<file path="src/rtl/adder_result_fifo.sv">
// rtl/adder_result_fifo.sv - first-word-fall-through result buffer behind the pipelined adder
`timescale 1ns/1ps
module adder_result_fifo #(
   parameter int WIDTH        = 17,
   parameter int DEPTH        = 8,
   parameter int AFULL_MARGIN = 5
) (
   input  logic                       clk,
   input  logic                       rst,
   input  logic                       valid_i,
   input  logic [WIDTH-1:0]           data_in,
   output logic                       valid_o,
   output logic [WIDTH-1:0]           data_out,
   input  logic                       ready_i,
   output logic [$clog2(DEPTH+1)-1:0] count,
   output logic                       almost_full,
   output logic                       overflow,
   output logic [7:0]                 drop_cnt,
   input  logic                       clr_ovf
);

   localparam int AW = $clog2(DEPTH);
   localparam int CW = $clog2(DEPTH+1);
   localparam logic [CW-1:0] FULL_LVL  = CW'(DEPTH);
   localparam logic [CW-1:0] AFULL_LVL = CW'(DEPTH - AFULL_MARGIN);

   logic [WIDTH-1:0] mem [DEPTH];
   logic [AW-1:0]    rd_ptr;
   logic [AW-1:0]    wr_ptr;
   logic             push;
   logic             pop;
   logic             drop;

   // A pop frees the slot this cycle, so a full FIFO still accepts a push alongside it.
   always_comb begin
      pop  = valid_o && ready_i;
      push = valid_i && ((count != FULL_LVL) || pop);
      drop = valid_i && !push;
   end

   assign valid_o     = (count != '0);
   assign data_out    = mem[rd_ptr];
   assign almost_full = (count >= AFULL_LVL);

   always_ff @(posedge clk) begin
      if (push) begin
         mem[wr_ptr] <= data_in;
      end
   end

   always_ff @(posedge clk) begin
      if (rst) begin
         rd_ptr <= '0;
         wr_ptr <= '0;
         count  <= '0;
      end else begin
         if (push) begin
            wr_ptr <= wr_ptr + AW'(1);
         end
         if (pop) begin
            rd_ptr <= rd_ptr + AW'(1);
         end
         case ({push, pop})
            2'b10:   count <= count + CW'(1);
            2'b01:   count <= count - CW'(1);
            default: count <= count;
         endcase
      end
   end

   // A drop in the same cycle as clr_ovf wins, so the fresh loss is never hidden.
   always_ff @(posedge clk) begin
      if (rst) begin
         overflow <= 1'b0;
         drop_cnt <= 8'd0;
      end else if (drop) begin
         overflow <= 1'b1;
         if (clr_ovf) begin
            drop_cnt <= 8'd1;
         end else if (drop_cnt != 8'hFF) begin
            drop_cnt <= drop_cnt + 8'd1;
         end
      end else if (clr_ovf) begin
         overflow <= 1'b0;
         drop_cnt <= 8'd0;
      end
   end

endmodule

</file>
<file path="config.mk">
export PLATFORM = sky130hd
export DESIGN_NAME = adder_result_fifo
export DESIGN_NICKNAME = d
export VERILOG_FILES = /design/src/rtl/adder_result_fifo.sv
export SDC_FILE = /design/constraint.sdc
export NUM_CORES = 1
export LEC_CHECK = 0
export ABC_AREA = 1
export CORE_MARGIN = 1
export CORE_UTILIZATION = 35
export DETAILED_ROUTE_END_ITERATION = 6
export HOLD_SLACK_MARGIN = 0.1
export MAX_ROUTING_LAYER = met4
export PLACE_DENSITY = 0.65
export RECOVER_POWER = 100
export SLEW_MARGIN = 20
export SYNTH_ARGS = -nofsm -noshare
export SYNTH_HDL_FRONTEND = slang
export SYNTH_SLANG_ARGS = --single-unit
</file>
<file path="constraint.sdc">
create_clock -name clk -period 2.38 [get_ports clk]
set_input_delay 0.357 -clock clk [delete_from_list [all_inputs] [get_ports clk]]
set_output_delay 0.357 -clock clk [all_outputs]
set_load 0.01 [all_outputs]
</file>
==> results.toml, run 1 <==
[drt]
dr.pass1.iters = 7
vias_per_cell = 5.007
finalWirelength_mm = 13.64
post_drt_wl_per_cell_um = 16.10
vias = 4241
route.detailed.drc = 4
detail-route-antenna-nets = 0
first_iter_violations = 265

[floorplan]
die_h_um = 138.9
die_x_um = 138.9
row_count = 49
die_area_um2 = 19280
core_area_um2 = 18150
ios = 54
start_util_pct = 36.12

[timing]
max_freq_ghz = 0.4365
skew_ps = 8.964
grt_setup_unrepaired = "yes"
setup_viol = 0
worst_pin_slew_ps = 777.5
hold_viol_final = 0
setup_ws_ps = 89.16
holdWs_ps = 471.0
period_needed_ps = 2291
relSlewSlack_pct = 47.99
drv_slew = 0
fin_crit_sh_pct = 96.25
setup_tns_ps = 0

[clock_tree]
cts_tree = "done"
path_clk_slew_ps = 60
numCtsBuffers = 17
clock-sinks = 158
h-tree-depth = 4
ctsHoldBuffers = 0
clock_latency_ps = 430
cts_root_buffer = "clkbuf_16"
clockBufferDepth = 2

[global_routing]
first_global_vias = 4224
grt_pass1_wl_mm = 21.98
gr-total-overflow = 0
grt_max_degree = 30
track_usage_pct = 15.41
antenna_found_initial = 0

[logic_synthesis]
synth_top_area_share_pct = 62.30
syn_area_um2 = 6555
ys_ff_latch = 158
synth_cells = 526
async_flop_share_pct = 0
synth_top_area_cell = "edfxtp_1"
ys_seq_area_share_pct = 69.02
synth_top_flop_cell = "edfxtp_1"
yosys-top-cells-area = "edfxtp_1 62%, dfxtp_1 6.7%, mux2i_1 5.2%"
syn_nets = 554
synthDistinctLibCells = 36
syn_avg_cell_area_um2 = 12.46
synth-edff-count = 136
yosys_warnings = 0

[place]
dpl.cell_count = 806
place_ws_ps = 73.40
placed_cell_area_um2 = 7512
globalplace.congestion = 0.7902
place_hpwl_mm = 7.790
portBuffers = 53

[setup_path]
cp-end-kind = "output pin"
r2r_start = "count[0]"
rr_worst_depth = 8
crit_type = "register to output pin"
arrival_ps = 1930
r2r_slack_ps = 210
path_max_fanout = 20
r2r-end = "mem[1][12]"
crit_path_start_kind = "register"
critical_path.endpoint = "data_out[11]"
critPathRequiredTime_ps = 2020

[pwr]
p_leak_nw = 2.945
vdd_drop_max_uv = 666.0
p_total_mw = 8.076
power_density_nw_per_um2 = 991.1

[layout]
area_delta_synth_final_pct = 24.32
final_common_cell = "edfxtp_1"
n_fill_cell = 1636
finalNonFillerCells = 847
fin_util_pct = 44.90
drive_gt1_share_pct = 11.02
nets = 632
layout_common_cells = "136 x edfxtp_1, 93 x nand2_1, 58 x nor2_1"
fin_area_um2 = 8149

[status]
status = "finished, violations left"
violations = "design-rule violations"

[flow_run]
cap_violations = 0

[min_path]
hold_class = "register to register"
-- synth_stat cells (2+ instances only) --
cell        n
ha_1        6
nand2_1    90
mux2i_1    34
nand2_2     2
nor2_2      2
nor2_1     56
nor3_1      2
a21oi_1    17
nor2_4      3
nand3_1     8
o21ai_0    35
o21ai_1     4
clkbuf_2    2
buf_2      10
nor3b_2     2
edfxtp_1  136
clkbuf_1    6
buf_12      3
dfxtp_1    22
o21bai_1    2
nand4_1     5
inv_1      29
o22ai_1    34
nand2_4     3
xnor2_1     2
-- state kept, by name, indices dropped and copies added, names as in the netlist, named ones only --
signal / cells
rd_ptr: 3
mem: 136
count: 4
wr_ptr: 3
drop_cnt: 8
overflow: 1
-- what timing repair did --
action,4_1_cts,5_1_grt
setup buffers,4,1
endpoints found under the setup margin,17,1
resized for setup,25,8
gates cloned,3,0
-- layout make-up --
cell class | count | area, um^2 | share of cell area [%]
inverters | 31 | 121.4 | 1.489
clock inverters | 13 | 176.4 | 2.165
flip-flops and latches | 158 | 4532 | 55.61
repair buffers | 82 | 885.9 | 10.87
diodes | 1 | 2.502 | 0.03071
clock buffers | 19 | 432.9 | 5.312
multi-input cells | 314 | 1712 | 21.00
well taps | 229 | 286.5 | 3.516
-- metal layers --
metal / track usage [%] / vias up / wire length (um)
li1: - / 2050 / -
met1: 18.33 / 2030 / 5972
met2: 24.99 / 137 / 6687
met3: 4.523 / 24 / 741
met4: 5.263 / 0 / 237
met5: - / - / 0
-- critical path, cell delays in order, from the launching register on --
cell and delay, ps:
dfxtp_4 420, buf_12 130, buf_12 100, buf_16 170, mux2i_1 230, o22ai_1 100, nand2_1 70, nand2_1 60
clkdlybuf4s15_1 230
-- how the worst min path moves through the flow --
stage               startpoint   endpoint  slack, ps  cells after the start
finish                overflow   overflow        470                      2
global route         wr_ptr[0]  wr_ptr[0]        520                      2
CTS                   overflow   overflow        480                      2
detailed placement    overflow   overflow        460                      2
global placement      overflow   overflow        460                      2
floorplan           data_in[0]  mem[0][0]        460                      0
-- power by group --
part | total, mW | internal (mW) | switching [mW]
clock | 2.77 | 1.67 | 1.10
sequential | 3.28 | 3.17 | 0.111
combinational | 2.02 | 0.934 | 1.09
total | 8.08 | 5.78 | 2.30
-- logic make-up after synthesis --
family          Yosys count  share of synthesized area, %
simple gates            177                         12.01
flops                   158                         69.02
compound gates           94                         8.055
buf+inv                  54                         4.180
mux                      34                         5.192
fa+ha+maj                 6                         1.145
xor+xnor                  3                        0.4009
(Power assumes the default switching activity.)
==> run 2, diff against run 1 <==
--- a/config.mk
+++ b/config.mk
@@ -6,7 +6,6 @@
 export NUM_CORES = 1
 export LEC_CHECK = 0
 export ABC_AREA = 1
-export CORE_MARGIN = 1
 export CORE_UTILIZATION = 35
 export DETAILED_ROUTE_END_ITERATION = 6
 export HOLD_SLACK_MARGIN = 0.1
==> results of run 2 <==
Final layout, timing and power as in run 1 (identical DEF).
==> run 3, diff against run 2 <==
--- a/config.mk
+++ b/config.mk
@@ -6,10 +6,10 @@
 export NUM_CORES = 1
 export LEC_CHECK = 0
 export ABC_AREA = 1
+export CORE_MARGIN = 3
 export CORE_UTILIZATION = 35
 export DETAILED_ROUTE_END_ITERATION = 6
 export HOLD_SLACK_MARGIN = 0.1
-export MAX_ROUTING_LAYER = met4
 export PLACE_DENSITY = 0.65
 export RECOVER_POWER = 100
 export SLEW_MARGIN = 20
==> constraint.sdc (replaced) <==
create_clock -name clk -period 2.14 [get_ports clk]
set_input_delay 0.321 -clock clk [delete_from_list [all_inputs] [get_ports clk]]
set_output_delay 0.321 -clock clk [all_outputs]
set_load 0.01 [all_outputs]
==> run 3 against run 2 <==
The flow now finishes without violations. Clock skew down 2.9 ps. Worst hold slack got worse by 2.9 ps. Register-to-register slack got worse by 70 ps.
==> results.toml, run 3 (synthesis gave the netlist of run 1 again) <==
[timing]
holdWs_ps = 468.1
worst_pin_slew_ps = 526.6
max_freq_ghz = 0.4835
fin_crit_sh_pct = 96.64
period_needed_ps = 2068
skew_ps = 6.018
relSlewSlack_pct = 64.89
setup_viol = 0
drv_slew = 0
hold_viol_final = 0
grt_setup_unrepaired = "yes"
setup_tns_ps = 0

[drt]
vias_per_cell = 4.994
post_drt_wl_per_cell_um = 16.76
dr.pass1.iters = 5
vias = 4260
finalWirelength_mm = 14.30
first_iter_violations = 233
detail-route-antenna-nets = 0
route.detailed.drc = 0

[place]
portBuffers = 53
place_hpwl_mm = 8.165
globalplace.congestion = 0.8142
placed_cell_area_um2 = 7582

[setup_path]
slowest_delay_ps = 400
path_max_fanout = 20
critPathRequiredTime_ps = 1820
crit_path_start_kind = "register"
cp.buffers_inverters = 3
path_cells = "buf_4, buf_12, o21ai_0, o22ai_1, nand2_1, nand2_1, clkdlybuf4s15_1"
arrival_ps = 1750
crit_type = "register to output pin"
crit_top_cell = "nand2_1"
cp-end-kind = "output pin"
cpMaxStageDelayCell = "dfxtp_4"
path_delay_family = "buffers and inverters"

[floorplan]
die_area_um2 = 20410
die_x_um = 142.9
row_count = 49
core_area_um2 = 18210
start_util_pct = 36.00
ios = 54
die_h_um = 142.9

[global_routing]
met2_usage_pct = 23.74
first_global_vias = 4294
busiest_layer = "met2"
met1_usage_pct = 17.97
grtUsageMet3_pct = 4.086
antenna_found_initial = 1
grt_max_degree = 30
grt_pass1_wl_mm = 22.13
track_usage_pct = 14.08
gr-total-overflow = 0

[clock_tree]
numCtsBuffers = 17
cts_tree = "done"
ctsHoldBuffers = 0
path_clk_slew_ps = 60
clockBufferDepth = 2
cts_root_buffer = "clkbuf_16"
clock_latency_ps = 420
h-tree-depth = 4
clock-sinks = 158

[layout]
fin_area_um2 = 8128
nets = 639
top_register = "mem"
drive_gt1_share_pct = 14.58
fin_util_pct = 44.64
area_delta_synth_final_pct = 23.99
antenna_cells = 0
layout_common_cells = "136 x edfxtp_1, 93 x nand2_1, 57 x nor2_1"
final_common_cell = "edfxtp_1"
largest_register_ffs = 136
reg_top3 = "mem x136, drop_cnt x8, count x4"

[pwr]
power_density_nw_per_um2 = 1077
p_total_mw = 8.756
vdd_drop_max_uv = 618.1
p_leak_nw = 2.944

[flow_run]
cap_violations = 0

[status]
status = "finished, final reports clean"

[min_path]
hold_class = "register to register"
-- run 3: per-stage QoR --
step                std cells  setup slack (ps)
global route              853            -29.69
CTS                       845            -228.9
finish                    853             71.94
detailed placement        812            -120.5
global placement          812            -18.13
floorplan                 526             59.72
-- run 3: layout make-up --
type	instances	area, um^2
repair buffers	89	884.6
inverters	31	116.4
multi-input cells	314	1745
clock buffers	17	425.4
flip-flops and latches	158	4532
fillers	1622	10080
well taps	229	286.5
clock inverters	15	137.6
-- run 3: routing by layer --
metal / part of all wire [%] / vias to the layer above
met4: 0.50 / 2
met5: 0.091 / -
met1: 44 / 2066
met2: 49 / 125
li1: - / 2060
met3: 6.2 / 7
-- run 3: path summary, 6_finish.rpt --
path | to | startpoint | depth (start not counted) | slack, ps
min | overflow | overflow | 2 | 470
min reg2reg | overflow | overflow | 2 | 470
max | data_out[10] | register | 7 | 70
max reg2reg | mem[0][15] | count[2] | 6 | 140
-- run 3: worst register-to-register path: stages, from the launching register on --
cell and delay (ps):
dfxtp_1 450, nor2_1 120, nand3_2 100, clkbuf_1 180
nand3_1 200, nor2_1 130, buf_2 460
-- run 3: repair_timing --
item,CTS,global route
setup endpoints to repair,17,14
gates cloned,0,3
buffers inserted,1,5
resized for setup,21,34
pin swaps,0,5
-- run 3: power breakdown --
group          switching, mW  internal (mW)
registers              0.128           3.53
logic                   1.21           1.02
clock network           1.25           1.62
==> patch, RTL diff (settings of run 1) <==
Set the parameter `DEPTH` to 4 (it was 8).
--- a/src/rtl/adder_result_fifo.sv
+++ b/src/rtl/adder_result_fifo.sv
@@ -2,7 +2,7 @@
 `timescale 1ns/1ps
 module adder_result_fifo #(
    parameter int WIDTH        = 17,
-   parameter int DEPTH        = 8,
+   parameter int DEPTH        = 4,
    parameter int AFULL_MARGIN = 5
 ) (
    input  logic                       clk,
Interface: changed (resized count); port bits go from 54 to 53. The function was not compared with the original's and may differ.
==> patch against run 1 <==
  * Final cell count is 42% lower
  * Design area is 46% lower
  * Total power is 52% lower
  * Worst setup slack better by 36 ps
  * Die area is 47% lower
  * Sequential cell count is 72 lower
  * Clock skew is 2.1 ps lower
  * Sequential share of layout area is 0.79 points lower
  * Synthesized area is 47% lower
  * Via count is 45% lower
  * Wire length is 51% lower
  * Combinational power is 47% lower
  * Clock power is 64% lower
  * Sequential power is 45% lower
  * Critical endpoint is now data_out[3]
  * Largest cell class unchanged
  * Highest routed layer unchanged
==> patch: results (changes against run 1) <==
metric	value	unit	change
number of synthesized flops with an enable pin	68		was 136
slowest CP cell	clkdlybuf4s50_1		was dfxtp_4
fillers	867		was 1,636
r2r setup slk	470	ps	was 210 ps
DP Wirelength	4.40	mm	was 7.79 mm
worst vdd ir	0.000585	V	was 0.000666 V
Routability Congestion	0.790		about the same
wl on met1	2.96	mm	was 5.97 mm
sequential element share of the synthesized area	69.3	%	was 69.0%
met2 Usage GRT	24.1	%	was 25.0%
Root Buffer	clkbuf_8		was clkbuf_16
pre-CTS WS	148	ps	was 73.4 ps
Port Buffer Count	52		was 53
Largest stage delay, worst path	580	ps	was 420 ps
CP max FO	14		was 20
Synth top cells by count	edfxtp_1 (68), nor2_1 (47), o21ai_0 (43)		was edfxtp_1 (136), nand2_1 (90), nor2_1 (56)
GRT Total Usage	14.3	%	was 15.4%
pin count of the biggest net entering global routing	21		was 30
Final nets	388		was 632
largest registers	mem (68), drop_cnt (8), count (3)		was mem (136), drop_cnt (8), count (4)
Avg WL per Cell	13.6	um	was 16.1 um
R2R Path Start	count[2]$_SDFFE_PP0P_		was count[0]$_SDFFE_PP0P_
router iterations before antenna repair	4		was 7
outcome	complete, no violations		was complete, but fails checks
Detailed Route Iter0 Violations	78		was 265
worst slew pin tran	530	ps	was 778 ps
met1 Resource Use GR	16.0	%	was 18.3%
Cell Pwr Density	888	nW/um2	was 991 nW/um2
htree depth	3		was 4
share of cells above drive strength 1	10.7	%	was 11.0%
Post-DP Area	4220	um2	was 7510 um2
met3 wire length	315	um	was 741 um
Placed Cells	477		was 806
leakage	1.58	nW	was 2.94 nW
antenna cells	0		was 1
Net Count, Synth	321		was 554
Register-to-Register Path Depth	11		was 8
Worst Setup EP	data_out[3]		was data_out[11]
CTS Buf Count	9		was 17
## patch: what timing repair did
action / CTS / global route
setup endpoints to repair: 15 / 4
pin swaps: 0 / 0
buffers inserted: 0 / 0
resized for setup: 1 / 2
hold endpoints to repair: 0 / 0
## patch: cells by family after synthesis
logic type      Yosys count  share of synthesized area [%]
simple gates             85                           11.4
compound gates           77                           12.2
xor+xnor                  2                          0.505
flops                    86                           69.3
buf+inv                  35                           3.93
fa+ha+maj                 7                           2.74
## patch: cell type report
class,count,area share (%)
Sequential cell,86,54.8
Multi-Input combinational cell,171,20.7
Timing Repair Buffer,65,14.1
Tap cell,129,3.68
Clock buffer,9,2.82
Inverter,26,2.22
Clock inverter,6,1.60
## patch: power breakdown
group / internal (mW) / leakage (nW) / switching [mW] / total, mW
clock network: 0.486 / 0.0883 / 0.509 / 0.995
registers: 1.74 / 0.771 / 0.0779 / 1.82
logic: 0.503 / 0.719 / 0.576 / 1.08
total: 2.73 / 1.58 / 1.16 / 3.90
## patch: worst reg2reg max path: stages, from the launching register on
cell,delay (ps)
dfxtp_1,360
inv_2,80
nor2_1,150
nand2_1,80
nand2_2,70
ha_1,140
inv_1,60
fa_1,380
a21oi_1,150
o21ai_0,120
o21ai_0,150
a21oi_1,60
## patch: worst min path at each step
stage                                       from  slack, ps                       end  depth (start not counted)
after floorplan                              rst        430  drop_cnt[2]$_SDFFE_PP0P_                          1
after global placement     overflow$_SDFFE_PP0P_        450     overflow$_SDFFE_PP0P_                          2
after detailed placement   overflow$_SDFFE_PP0P_        450     overflow$_SDFFE_PP0P_                          2
after CTS                  overflow$_SDFFE_PP0P_        480     overflow$_SDFFE_PP0P_                          2
after global routing      rd_ptr[0]$_SDFFE_PP0P_        500                  register                          1
final                      overflow$_SDFFE_PP0P_        470     overflow$_SDFFE_PP0P_                          2
